### src/rtl/move_score_selector.sv
// Picks the best candidate move from an evaluated move list for the side to move,
// and reports the chosen move, its effective score and the candidate count when the list ends.
module move_score_selector #(
  parameter int                         SCORE_W    = 16,
  parameter int                         MOVE_W     = 12,
  parameter logic signed [SCORE_W-1:0]  MATE_SCORE = 16'sh7FFF,
  parameter int                         CNT_W      = 8
) (
  input  logic                      clk,
  input  logic                      rst,
  input  logic                      start,
  input  logic                      start_empty,
  input  logic                      white_to_move,
  input  logic                      cand_valid,
  output logic                      cand_ready,
  input  logic [MOVE_W-1:0]         cand_move,
  input  logic signed [SCORE_W-1:0] cand_score,
  input  logic [1:0]                cand_mate,
  input  logic                      cand_stalemate,
  input  logic                      cand_last,
  output logic                      busy,
  output logic                      best_valid,
  output logic [MOVE_W-1:0]         best_move,
  output logic signed [SCORE_W-1:0] best_score,
  output logic [CNT_W-1:0]          cand_count,
  output logic                      no_moves
);

  typedef enum logic [1:0] {
    S_IDLE    = 2'd0,
    S_COLLECT = 2'd1,
    S_DONE    = 2'd2
  } state_t;

  state_t                      state_q, state_d;
  logic                        wtm_q, wtm_d;
  logic                        has_best_q, has_best_d;
  logic [MOVE_W-1:0]           best_move_q, best_move_d;
  logic signed [SCORE_W-1:0]   best_score_q, best_score_d;
  logic [CNT_W-1:0]            cand_count_q, cand_count_d;
  logic                        no_moves_q, no_moves_d;
  logic signed [SCORE_W-1:0]   eff_score;
  logic                        accept;

  // Mate outranks stalemate, which outranks the raw material score; 2'b11 counts as no mate.
  function automatic logic signed [SCORE_W-1:0] effective_score(
    input logic signed [SCORE_W-1:0] score,
    input logic [1:0]                mate,
    input logic                      stalemate
  );
    logic signed [SCORE_W-1:0] r;
    case (mate)
      2'b01:   r = MATE_SCORE;
      2'b10:   r = -MATE_SCORE;
      default: r = stalemate ? '0 : score;
    endcase
    return r;
  endfunction

  // Strict improvement only, so ties keep the earlier candidate.
  function automatic logic is_better(
    input logic signed [SCORE_W-1:0] cand,
    input logic signed [SCORE_W-1:0] held,
    input logic                      for_white
  );
    return for_white ? (cand > held) : (cand < held);
  endfunction

  function automatic logic [CNT_W-1:0] sat_inc(input logic [CNT_W-1:0] c);
    return (c == {CNT_W{1'b1}}) ? c : c + 1'b1;
  endfunction

  assign accept    = (state_q == S_COLLECT) && cand_valid;
  assign eff_score = effective_score(cand_score, cand_mate, cand_stalemate);

  always_comb begin
    state_d      = state_q;
    wtm_d        = wtm_q;
    has_best_d   = has_best_q;
    best_move_d  = best_move_q;
    best_score_d = best_score_q;
    cand_count_d = cand_count_q;
    no_moves_d   = no_moves_q;
    case (state_q)
      S_IDLE: begin
        if (start) begin
          no_moves_d = 1'b0;
          wtm_d      = white_to_move;
          if (start_empty) begin
            state_d      = S_DONE;
            best_move_d  = '0;
            best_score_d = '0;
            cand_count_d = '0;
            no_moves_d   = 1'b1;
          end else begin
            state_d      = S_COLLECT;
            has_best_d   = 1'b0;
            cand_count_d = '0;
          end
        end
      end
      S_COLLECT: begin
        if (accept) begin
          if (!has_best_q || is_better(eff_score, best_score_q, wtm_q)) begin
            best_move_d  = cand_move;
            best_score_d = eff_score;
          end
          has_best_d   = 1'b1;
          cand_count_d = sat_inc(cand_count_q);
          if (cand_last) state_d = S_DONE;
        end
      end
      S_DONE:  state_d = S_IDLE;
      default: state_d = S_IDLE;
    endcase
  end

  always_ff @(posedge clk) begin
    if (rst) begin
      state_q      <= S_IDLE;
      wtm_q        <= 1'b0;
      has_best_q   <= 1'b0;
      best_move_q  <= '0;
      best_score_q <= '0;
      cand_count_q <= '0;
      no_moves_q   <= 1'b0;
    end else begin
      state_q      <= state_d;
      wtm_q        <= wtm_d;
      has_best_q   <= has_best_d;
      best_move_q  <= best_move_d;
      best_score_q <= best_score_d;
      cand_count_q <= cand_count_d;
      no_moves_q   <= no_moves_d;
    end
  end

  assign cand_ready = (state_q == S_COLLECT);
  assign busy       = (state_q != S_IDLE);
  assign best_valid = (state_q == S_DONE);
  assign best_move  = best_move_q;
  assign best_score = best_score_q;
  assign cand_count = cand_count_q;
  assign no_moves   = no_moves_q;

endmodule

### config.mk
export PLATFORM = sky130hd
export DESIGN_NAME = move_score_selector
export DESIGN_NICKNAME = d
export VERILOG_FILES = /design/src/rtl/move_score_selector.sv
export SDC_FILE = /design/constraint.sdc
export NUM_CORES = 1
export LEC_CHECK = 0
export BUFFER_PORTS_ARGS = -buffer_cell sky130_fd_sc_hd__buf_2
export CORE_AREA = 3 3 84 86
export CTS_BUF_LIST = sky130_fd_sc_hd__clkbuf_4 sky130_fd_sc_hd__clkbuf_8
export DETAILED_ROUTE_END_ITERATION = 8
export DIE_AREA = 0 0 87 89
export HOLD_SLACK_MARGIN = 0.02
export PLACE_DENSITY_LB_ADDON = 0.25
export REMOVE_ABC_BUFFERS = 1
export SLEW_MARGIN = 20
export SYNTH_ARGS = -nofsm -noshare
export SYNTH_HDL_FRONTEND = slang
export SYNTH_SLANG_ARGS = --single-unit
### constraint.sdc
create_clock -name clk -period 5.9 [get_ports clk]
set_input_delay 0.59 -clock clk [delete_from_list [all_inputs] [get_ports clk]]
set_output_delay 0.59 -clock clk [all_outputs]
set_load 0.01 [all_outputs]
==> metrics.md, run 1 <==
| Metric | Value |
|---|---|
| Status | `finished clean` |
| Critical path arrival | `4070 ps` |
| CTS Buf Count | `5` |
| WL/cell | `13.17 um` |
| Post-Synthesis Cells | `280` |
| First-pass GRT wire length | `9439 um` |
| Worst setup SP type | `primary input` |
| Clock slew at reported path FFs | `80 ps` |
| Max Slew Vio Count | `0` |
| Bufs and invs on worst path | `3` |
| Clk_lat worst skew | `300 ps` |
| Slew headroom | `0.5551` |
| Clk sink count | `41` |
| Final setup fails | `0` |
| Ant. Diodes | `0` |
| Overflow after GRT | `0` |
| Synth unique cells | `37` |
| Post_cts resized | `0` |
| Drc violations | `0` |
| Vias in the first global route | `2,035` |
| Top delay family on crit path | `simple AND/OR/NAND/NOR gates` |
| Most frequent cells in the layout | `buf_2 (77), dfxtp_1 (41), nand2_1 (34), nand2b_1 (33), mux2i_1 (31)` |
| Top cells by area, synth | `dfxtp_1 (33%), mux2i_1 (13%), ha_1 (9.7%)` |
| Worst EP required | `6120 ps` |
| Max Clock Skew | `6.347 ps` |
| M2 GR Usage | `0.2657` |
| Dominant synthesized flop cell | `dfxtp_1` |
| Final Cycle Share | `0.6512` |
| Total Power | `0.0006846 W` |
| Largest net degree at the start of global routing | `38` |
| Busiest grt layer | `met2` |
| Yosys top cell by area | `dfxtp_1` |
| Number of synthesized flops with an enable pin | `0` |
| CP Class | `primary input to flip-flop` |
| Clk buf depth | `2` |
| Vert. Die Dim | `89 um` |
| P&R area growth vs syn | `21.44%` |
| Routed vias/inst | `4.879` |
| Async set-or-reset flop fraction in the synthesized netlist | `0` |
| GR Util All Layers | `0.1510` |
| DP HPWL | `4171 um` |
| Hold/Removal Path Class | `flip-flop to flip-flop` |
| Routed via count | `2,093` |
| Sequence of cells on the critical path | `buf_2, inv_1, ha_1, nor2b_2, a21o_1, ha_1, a21o_1, a31oi_1, o31ai_1, nor3_1, mux2i_4, buf_4, mux2i_1` |
| Final hold violation count | `0` |
| GR Layer Usage met3 | `0.03410` |
| Core Footprint | `6350 um^2` |
| Synth Area per Inst | `8.794 um^2` |
| Post-layout nets | `409` |
| Post-route ant nets | `0` |
| Worst-path fanout max | `21` |
| IO buf count | `77` |
| Crit-path slowest cell | `nor2b_2` |
| Antenna violations before repair | `0` |
| Gpl congestion | `0.7557` |
| CTS tree | `done` |
| Commonest non-fill, non-tap cell in the layout | `buf_2` |
| Largest stage delay, worst path | `540 ps` |
| Pre-antenna DRT Iters | `4` |
| Leak | `1.419 nW` |
| Filler cells | `624` |
| VDD IR max | `0.1264 mV` |
| Crit path time final | `3842 ps` |
| Core Rows | `29` |
| Seq cells post-synth | `41` |
| RSZ-0062 raised after global routing | `false` |
| Final WL | `5652 um` |
| Die footprint | `7743 um^2` |
| Hold buffer count at CTS | `0` |
| Yosys Warn Count | `0` |
| Starting density of the core | `0.3878` |
| CTS root buf | `clkbuf_8` |
| Post-CTS setup repair buffer count | `0` |
| Syn Std Cell Area | `2462 um^2` |
| Met1 Use GR | `0.1866` |
| Yosys top cell area share | `0.3333` |
| Initial DRC count | `53` |
| IO Pins | `78` |
| Post-synthesis sequential area ratio | `0.3333` |
| FMAX | `260.3 MHz` |
| Total of max-cap violations | `0` |
| Final core utilization | `0.4709` |
| Worst setup EP type | `flip-flop` |
| Worst-margin pin slew | `665.7 ps` |
| Die Wd | `87 um` |
| H-tree levels | `2` |
| Post-Route Setup TNS | `0 ps` |
| Share of cells above drive strength 1 | `0.2756` |
| P per Cell Area | `228.9 nW/um^2` |
-- area by class of cell --
type	count	area [um^2]	area share
Clock buffer	5	68.82	0.02301
Timing Repair Buffer	78	392.9	0.1314
Multi-Input combinational cell	204	1494	0.4996
Tap cell	77	96.34	0.03222
Inverter	22	82.58	0.02762
Clock inverter	2	35.03	0.01172
Sequential cell	41	820.8	0.2745
-- power breakdown --
part / leakage, nW / switching [W] / internal [W] / total [W]
registers: 0.331 / 0.00000705 / 0.000284 / 0.000291
clock network: 0.0540 / 0.000100 / 0.000123 / 0.000224
logic: 1.03 / 0.0000903 / 0.0000799 / 0.000170
-- routing by layer --
| metal | routed length (um) | up-vias |
|---|---|---|
| met1 | 2556 | 947 |
| met3 | 296 | 7 |
| met4 | 63 | 0 |
| met2 | 2735 | 42 |
| met5 | 0 | - |
| li1 | - | 1097 |
-- per-stage QoR --
step / hold WS [ps] / instances / setup slack [ps] / instance area [um^2]
after detailed placement: 466.4 / 422 / 1426 / 2882
final: 475.0 / 429 / 2058 / 2990
after floorplan: 461.2 / 267 / 803.2 / 2372
after CTS: 478.6 / 429 / 1737 / 2985
after global placement: 456.7 / 422 / 1537 / 2877
after global routing: 485.3 / 429 / 1680 / 2990
-- tightest hold or removal path, delay by kind of cell (launching register included) --
| kind | cells | cell delay [ps] |
|---|---|---|
| DFF | 1 | 310 |
| muxes | 1 | 60 |
| and+or+nand+nor | 1 | 60 |
-- cells in the mapped netlist, types with 2 or more instances --
library cell and number:
mux2i_1 32, a21oi_1 11, nand2b_1 33, clkbuf_1 8, nand3_1 2, buf_12 2
and3_1 5, o21ai_0 5, a31oi_1 2, xor2_1 5, nor2_1 10, nor3_1 2
dfxtp_1 41, a21o_1 16, nand2_1 34, nand4_1 7, a2111oi_0 2, ha_1 19
nor2b_1 5, or2_2 2, inv_1 21
-- sequential cells by signal (all words and copies together), names as in the netlist --
register and count:
has_best_q 1, state_q 2, wtm_q 1, cand_count 8, best_score 16, no_moves 1
best_move 12
-- path summary, 6_finish.rpt --
check | start | end | slack (ps) | depth (start not counted)
worst max-delay path | cand_mate[0] | best_move[3]$_SDFFE_PP0P_ | 2060 | 13
worst min-delay path | best_move[4]$_SDFFE_PP0P_ | best_move[4]$_SDFFE_PP0P_ | 480 | 2
worst max register to register | best_score[13]$_SDFFE_PP0P_ | best_move[3]$_SDFFE_PP0P_ | 3090 | 9
worst min register to register | best_move[4]$_SDFFE_PP0P_ | best_move[4]$_SDFFE_PP0P_ | 480 | 2
-- logic make-up after synthesis --
family | synth area share
XOR/XNOR | 0.01778
AND/OR/NAND/NOR | 0.2175
AO/OA/AOI/OAI | 0.1347
adder cells (fa/ha/maj) | 0.09655
multiplexers | 0.1301
flip-flops | 0.3333
buffers and inverters | 0.07012
(Power assumes the default switching activity.)
==> inputs of run 2 (changes only) <==
clock period = 3.25 ns   (was 5.9 ns; I/O delays follow)
==> run 2 against run 1 <==
Net effect: hold slack got worse by 210 ps; clock-buffer cell count unchanged; highest routed layer unchanged; via count increased by 1.3%; clock power increased by 51%.
==> metrics.md, run 2 (same netlist as run 1, synthesis figures left out) <==
| Metric | Value |
|---|---|
| Crit path time final | `2949 ps` |
| Final core utilization | `0.4782 (+0.007291)` |
| Share of cells above drive strength 1 | `0.2889 (+0.01332)` |
| CP Class | `primary input to flip-flop` |
| IO buf count | `77 (unchanged)` |
| Vias in the first global route | `1,986 (-2.4%)` |
| Largest stage delay, worst path | `430 ps (-110 ps)` |
| CTS root buf | `clkbuf_8` |
| Largest net degree at the start of global routing | `37 (-2.6%)` |
| Post-CTS setup repair buffer count | `0 (unchanged)` |
| RR Endpoint | `best_score[8]$_SDFFE_PP0P_` |
| RSZ-0062 raised after global routing | `false` |
| CTS tree | `done` |
| Clock slew at reported path FFs | `80 ps (about the same)` |
| Leak | `1.451 nW (+2.3%)` |
| Slew headroom | `0.6056 (+0.05044)` |
| Clk_lat worst skew | `300 ps (about the same)` |
| Most used cell, CP | `buf_4` |
| Initial DRC count | `43 (-19%)` |
| Top delay family on crit path | `buffers and inverters` |
| Final setup fails | `0 (unchanged)` |
| Final Worst Setup Slack | `301.4 ps (-1756 ps)` |
| Die Wd | `87 um (unchanged)` |
| Final WL | `5728 um (+1.3%)` |
| P per Cell Area | `394.7 nW/um^2 (+72%)` |
| Clk buf depth | `2 (unchanged)` |
| Core Rows | `29 (unchanged)` |
| Hold path start | `cand_move[10]` |
| P&R area growth vs syn | `23.32%` |
| FMAX | `339.1 MHz` |
| Worst-margin pin slew | `591.0 ps (-74.72 ps)` |
| Bufs and invs on worst path | `6 (+3)` |
| Ant. Diodes | `0 (unchanged)` |
| Starting density of the core | `0.3878 (unchanged)` |
| Pre-antenna DRT Iters | `4 (unchanged)` |
| Max Slew Vio Count | `0 (unchanged)` |
| Max Clock Skew | `4.754 ps (-1.593 ps)` |
| Post-Route Setup TNS | `0 ps (unchanged)` |
| Worst setup EP type | `flip-flop` |
| Dpl ws | `-522.5 ps (-1949 ps)` |
| Critical path arrival | `3130 ps (-940 ps)` |
| Gpl congestion | `0.7283 (-3.6%)` |
| H-tree levels | `2 (unchanged)` |
| IO Pins | `78 (unchanged)` |
| Cell count of the worst reg-to-reg path | `9 (unchanged)` |
| First-pass GRT wire length | `9308 um (-1.4%)` |
| Core Footprint | `6350 um^2 (unchanged)` |
| Commonest non-fill, non-tap cell in the layout | `buf_2` |
| Final Cell Area | `3037 um^2 (+1.5%)` |
| Vert. Die Dim | `89 um (unchanged)` |
| WL/cell | `13.11 um (-0.51%)` |
| VDD IR max | `0.2030 mV (+61%)` |
| Routed vias/inst | `4.854 (-0.52%)` |
| Worst reg2reg path startpoint | `best_score[13]$_SDFFE_PP0P_` |
| Post-route ant nets | `0 (unchanged)` |
| Status | `finished clean` |
| Worst setup SP type | `primary input` |
| Overflow after GRT | `0 (unchanged)` |
| Antenna violations before repair | `0 (unchanged)` |
| Routed via count | `2,121 (+1.3%)` |
| Sequence of cells on the critical path | `buf_2, inv_1, ha_1, buf_4, nor2b_1, buf_4, buf_4, a21o_1, ha_1, nand4_1, nor4_1, o31ai_2, mux2i_1, mux2i_4, buf_12, mux2i_1` |
| Hold/Removal Path Class | `primary input to flip-flop` |
| Worst-path fanout max | `22 (+4.8%)` |
| Clk sink count | `41 (unchanged)` |
| Worst Hold Depth | `3 (+1)` |
| Post-layout nets | `416 (+1.7%)` |
| Drc violations | `0 (unchanged)` |
| Final Cycle Share | `0.9073` |
| GR Util All Layers | `0.1503 (-0.0007143)` |
| Worst EP required | `3440 ps (-2680 ps)` |
| Max FFs per register | `16 (unchanged)` |
| Die footprint | `7743 um^2 (unchanged)` |
| Crit-path slowest cell | `nor4_1` |
| Dpl cell area | `2942 um^2 (+2.1%)` |
| DP HPWL | `4275 um (+2.5%)` |
| Final hold violation count | `0 (unchanged)` |
| Most frequent cells in the layout | `buf_2 (77), dfxtp_1 (41), nand2_1 (34), nand2b_1 (33), mux2i_1 (31)` |
| Worst hold endpoint | `best_move[10]$_SDFFE_PP0P_` |
| Total of max-cap violations | `0 (unchanged)` |
| Reg2reg setup slack | `870 ps (-2220 ps)` |
| CTS Buf Count | `5 (unchanged)` |
[run 2: changes by cell type in the layout (fill, tap and decap cells not counted), sizes merged]
| cell | before | now |
|---|---|---|
| buf | 78 | 85 |
| bufinv | 1 | 0 |
| clkinv | 1 | 2 |
| clkinvlp | 0 | 1 |
[run 2: timing repair]
action / in CTS / in global routing
resized for setup: 1 / 2
endpoints found under the setup margin: 28 / 28
hold buffers: 0 / 0
[run 2: layer usage]
metal  share of wire  vias to the layer above  global-route usage
met3           0.059                        8             0.03687
met4           0.017                        0             0.05807
met2            0.46                       47              0.2464
met5               0                        -                   0
met1            0.46                      956              0.1907
li1                -                     1110                   -
[run 2: how the worst max path moves through the flow]
stage	startpoint	end	slack (ps)	cells after the start
after floorplan	cand_mate[0]	best_move[0]$_SDFFE_PP0P_	-1580	11
after global placement	cand_mate[0]	best_move[0]$_SDFFE_PP0P_	-410	13
after detailed placement	cand_mate[0]	best_score[8]$_SDFFE_PP0P_	-520	13
after CTS	cand_mate[0]	best_score[8]$_SDFFE_PP0P_	100	13
after global routing	cand_mate[0]	best_score[8]$_SDFFE_PP0P_	40	16
final	cand_mate[0]	best_score[8]$_SDFFE_PP0P_	300	16
[run 2: report_power, final]
part / switching [W] / internal, W
combinational: 0.000170 / 0.000162
clock: 0.000190 / 0.000148
sequential: 0.0000130 / 0.000515
total: 0.000373 / 0.000826
[run 2: area by class of cell]
cell class,count,area (um^2)
clock buffer,5,68.82
clock inverter,3,17.52
fill,632,3313
inverter,22,82.58
multi-input combinational,204,1493
sequential,41,820.8
tap,77,96.34
timing repair buffer,85,457.9
[run 2: metrics by stage]
stage,cells,hold slack (ps),total power [W]
floorplan,267,394.1,0.0007648
global placement,429,456.4,0.0008697
CTS,437,254.1,0.001215
detailed placement,429,465.2,0.0008733
global route,437,252.6,0.001267
finish,437,261.5,0.001199
[run 2: worst reg2reg max path, stage by stage, from the launching register on]
cell	delay, ps
dfxtp_1	360
inv_1	50
ha_1	300
a21o_1	180
a31oi_1	170
o31ai_1	90
nor3_1	380
mux2i_4	340
buf_12	230
mux2i_1	210
==> inputs of run 3 (changes only) <==
CAP_MARGIN = 20   (was unset)
CORE_AREA = 2 2 83 85   (was 3 3 84 86)
CTS_BUF_LIST = sky130_fd_sc_hd__clkbuf_4   (was sky130_fd_sc_hd__clkbuf_4 sky130_fd_sc_hd__clkbuf_8)
DIE_AREA = 0 0 85 87   (was 0 0 87 89)
==> run 3 against run 2 <==
Net effect: first-iteration DRC count is 42% higher; worst setup slack better by 99 ps; global-route usage is 0.67 points higher; critical path depth is 1 lower; via count is 1.7% higher; design area is 1.2% lower; sequential share of layout area is 0.33 points higher; critical endpoint is now best_move[10]$_SDFFE_PP0P_; routed wire length is 2.5% lower; fmax is 3.5% higher.
==> metrics.md, run 3 (same netlist as run 1, synthesis figures left out) <==
| Metric | Value |
|---|---|
| Status | `finished clean` |
| Max Slew Vio Count | `0 (unchanged)` |
| Clock Power Share | `0.236 (-0.047)` |
| CTS tree | `done` |
| Sw Share | `0.3234 (+0.01212)` |
| Initial DRC count | `61 (+42%)` |
| Final setup fails | `0 (unchanged)` |
| Worst Hold Depth | `3 (unchanged)` |
| Share of cells above drive strength 1 | `0.2841 (-0.004766)` |
| Leak | `1.435 nW (-1.1%)` |
| Max Clock Skew | `5.001 ps (+0.2472 ps)` |
| Hold buffer count at CTS | `0 (unchanged)` |
| WP depth | `15 (-1)` |
| Vias in the first global route | `2,007 (+1.1%)` |
| Crit-path slowest cell | `nor3_1` |
| Overflow after GRT | `0 (unchanged)` |
| Largest stage delay, worst path | `410 ps (-20 ps)` |
| Dpl cell area | `2938 um^2 (-0.13%)` |
| FMAX | `350.9 MHz (+3.5%)` |
| Psw | `0.0003630 W (-2.7%)` |
| Final Worst Setup Slack | `400.1 ps (+98.69 ps)` |
| Largest net degree at the start of global routing | `38 (+2.7%)` |
| Vert. Die Dim | `87 um (-2.2%)` |
| Hold/Removal Path Class | `primary input to flip-flop` |
| IO buf count | `77 (unchanged)` |
| CTS Buf Count | `5 (unchanged)` |
| Core Footprint | `6569 um^2 (+3.4%)` |
| P per Cell Area | `374.1 nW/um^2 (-5.2%)` |
| Total of max-cap violations | `0 (unchanged)` |
| Ant. Diodes | `0 (unchanged)` |
| Met2 WL | `2608 um (-2.1%)` |
| Clock slew at reported path FFs | `130 ps (+50 ps)` |
| H-tree levels | `2 (unchanged)` |
| Routed vias/inst | `4.916 (+1.3%)` |
| Placed insts | `431 (+0.47%)` |
| VDD IR max | `0.1570 mV (-23%)` |
| RSZ-0062 raised after global routing | `false` |
| Drc violations | `0 (unchanged)` |
| Routed via count | `2,158 (+1.7%)` |
| Starting density of the core | `0.3749 (-0.01293)` |
| Commonest non-fill, non-tap cell in the layout | `buf_2` |
| Filler cells | `682 (+7.9%)` |
| WL met3 | `310 um (-8.8%)` |
| WL met1 | `2614 um (-0.34%)` |
| Final Cycle Share | `0.8769 (-0.03037)` |
| WL/cell | `12.72 um (-2.9%)` |
| Core Rows | `30 (+3.4%)` |
| Post-Route Setup TNS | `0 ps (unchanged)` |
| GR Util All Layers | `0.1570 (+0.006723)` |
| IO Pins | `78 (unchanged)` |
| CTS root buf | `clkbuf_4` |
| Final hold violation count | `0 (unchanged)` |
| CP Class | `primary input to flip-flop` |
| Post-route ant nets | `0 (unchanged)` |
| Comb pwr share | `0.293 (+0.016)` |
| P&R area growth vs syn | `21.85%` |
| Cell count of the worst reg-to-reg path | `9 (unchanged)` |
| Worst setup SP type | `primary input` |
| Dpl ws | `-497.9 ps (+24.57 ps)` |
| Post-layout nets | `415 (-0.24%)` |
| Reg power frac | `0.471 (+0.030)` |
| Slew headroom | `0.6205 (+0.01495)` |
| Clk buf depth | `2 (unchanged)` |
| Max FFs per register | `16 (unchanged)` |
| Final WL | `5585 um (-2.5%)` |
| Worst-path fanout max | `22 (unchanged)` |
| Final Cell Area | `3000 um^2 (-1.2%)` |
| Sequence of cells on the critical path | `buf_2, inv_1, ha_1, buf_4, nor2b_1, buf_4, a21o_1, ha_1, a21o_1, a31oi_1, o31ai_1, nor3_1, mux2i_4, buf_12, mux2i_1` |
| Pre-antenna DRT Iters | `4 (unchanged)` |
| First-pass GRT wire length | `9432 um (+1.3%)` |
| Clk_lat worst skew | `360 ps (+60 ps)` |
| Bufs and invs on worst path | `5 (-1)` |
| Most frequent cells in the layout | `buf_2 (77), dfxtp_1 (41), nand2_1 (34), nand2b_1 (33), mux2i_1 (31)` |
| P_int | `0.0007594 W (-8.0%)` |
| Worst setup EP type | `flip-flop` |
| Clk sink count | `41 (unchanged)` |
| Max Used Layer | `met4` |
| Crit path time final | `2850 ps (-98.69 ps)` |
| Worst EP required | `3540 ps (+100 ps)` |
| Antenna violations before repair | `0 (unchanged)` |
| DP HPWL | `4128 um (-3.4%)` |
| Worst-margin pin slew | `569.2 ps (-21.80 ps)` |
| Die Wd | `85 um (-2.3%)` |
| Die footprint | `7395 um^2 (-4.5%)` |
| Top delay family on crit path | `buffers and inverters` |
| Fin cells | `439 (+0.46%)` |
| Critical path arrival | `3140 ps (about the same)` |
| Gpl congestion | `0.7164 (-1.6%)` |
## run 3: power groups by stage
stage | Sequential [W] | Clock (W) | Combinational, W
after floorplan | 0.000542 | 0 | 0.000222
after global placement | 0.000540 | 0 | 0.000328
after detailed placement | 0.000540 | 0 | 0.000331
after CTS | 0.000529 | 0.000281 | 0.000332
after global routing | 0.000532 | 0.000294 | 0.000365
final | 0.000529 | 0.000265 | 0.000329
## run 3: worst paths after layout
path,start,to,slack (ps)
max,cand_mate[0],best_move[10]$_SDFFE_PP0P_,400
min,cand_move[9],best_move[9]$_SDFFE_PP0P_,190
max reg2reg,best_score[13]$_SDFFE_PP0P_,best_move[10]$_SDFFE_PP0P_,860
min reg2reg,best_move[1]$_SDFFE_PP0P_,best_move[1]$_SDFFE_PP0P_,480
## run 3: area by class of cell
class                           instances  area, um^2  area share
Multi-Input combinational cell        204        1491      0.4971
Clock inverter                          3       17.52    0.005838
Clock buffer                            5       37.54     0.01251
Sequential cell                        41       820.8      0.2736
Timing Repair Buffer                   84       450.4      0.1501
Tap cell                               80       100.1     0.03336
Inverter                               22       82.58     0.02752
## run 3: routing by layer
layer  up-vias  global-route usage
li1       1109                   -
met1      1001              0.2052
met2        42              0.2550
met3         6             0.04645
met4         0             0.03896
met5         -                   0
## run 3: worst register-to-register path: stages (launching register included)
cell and delay, ps:
dfxtp_1 370, inv_1 50, ha_1 300, a21o_1 180, a31oi_1 150, o31ai_1 90
nor3_1 410, mux2i_4 350, buf_12 220, mux2i_1 200
## run 3: metrics by stage
stage | total power [W] | utilization | hold slack, ps
floorplan | 0.0007648 | - | 394.1
global placement | 0.0008680 | 0.4472 | 456.2
detailed placement | 0.0008715 | 0.4472 | 468.2
CTS | 0.001142 | 0.4560 | 167.3
global route | 0.001191 | 0.4568 | 170.6
finish | 0.001122 | 0.4568 | 193.0
## run 3: what timing repair did
action	CTS	global route
resized for setup	1	1
endpoints found under the setup margin	28	28
setup buffers	0	0
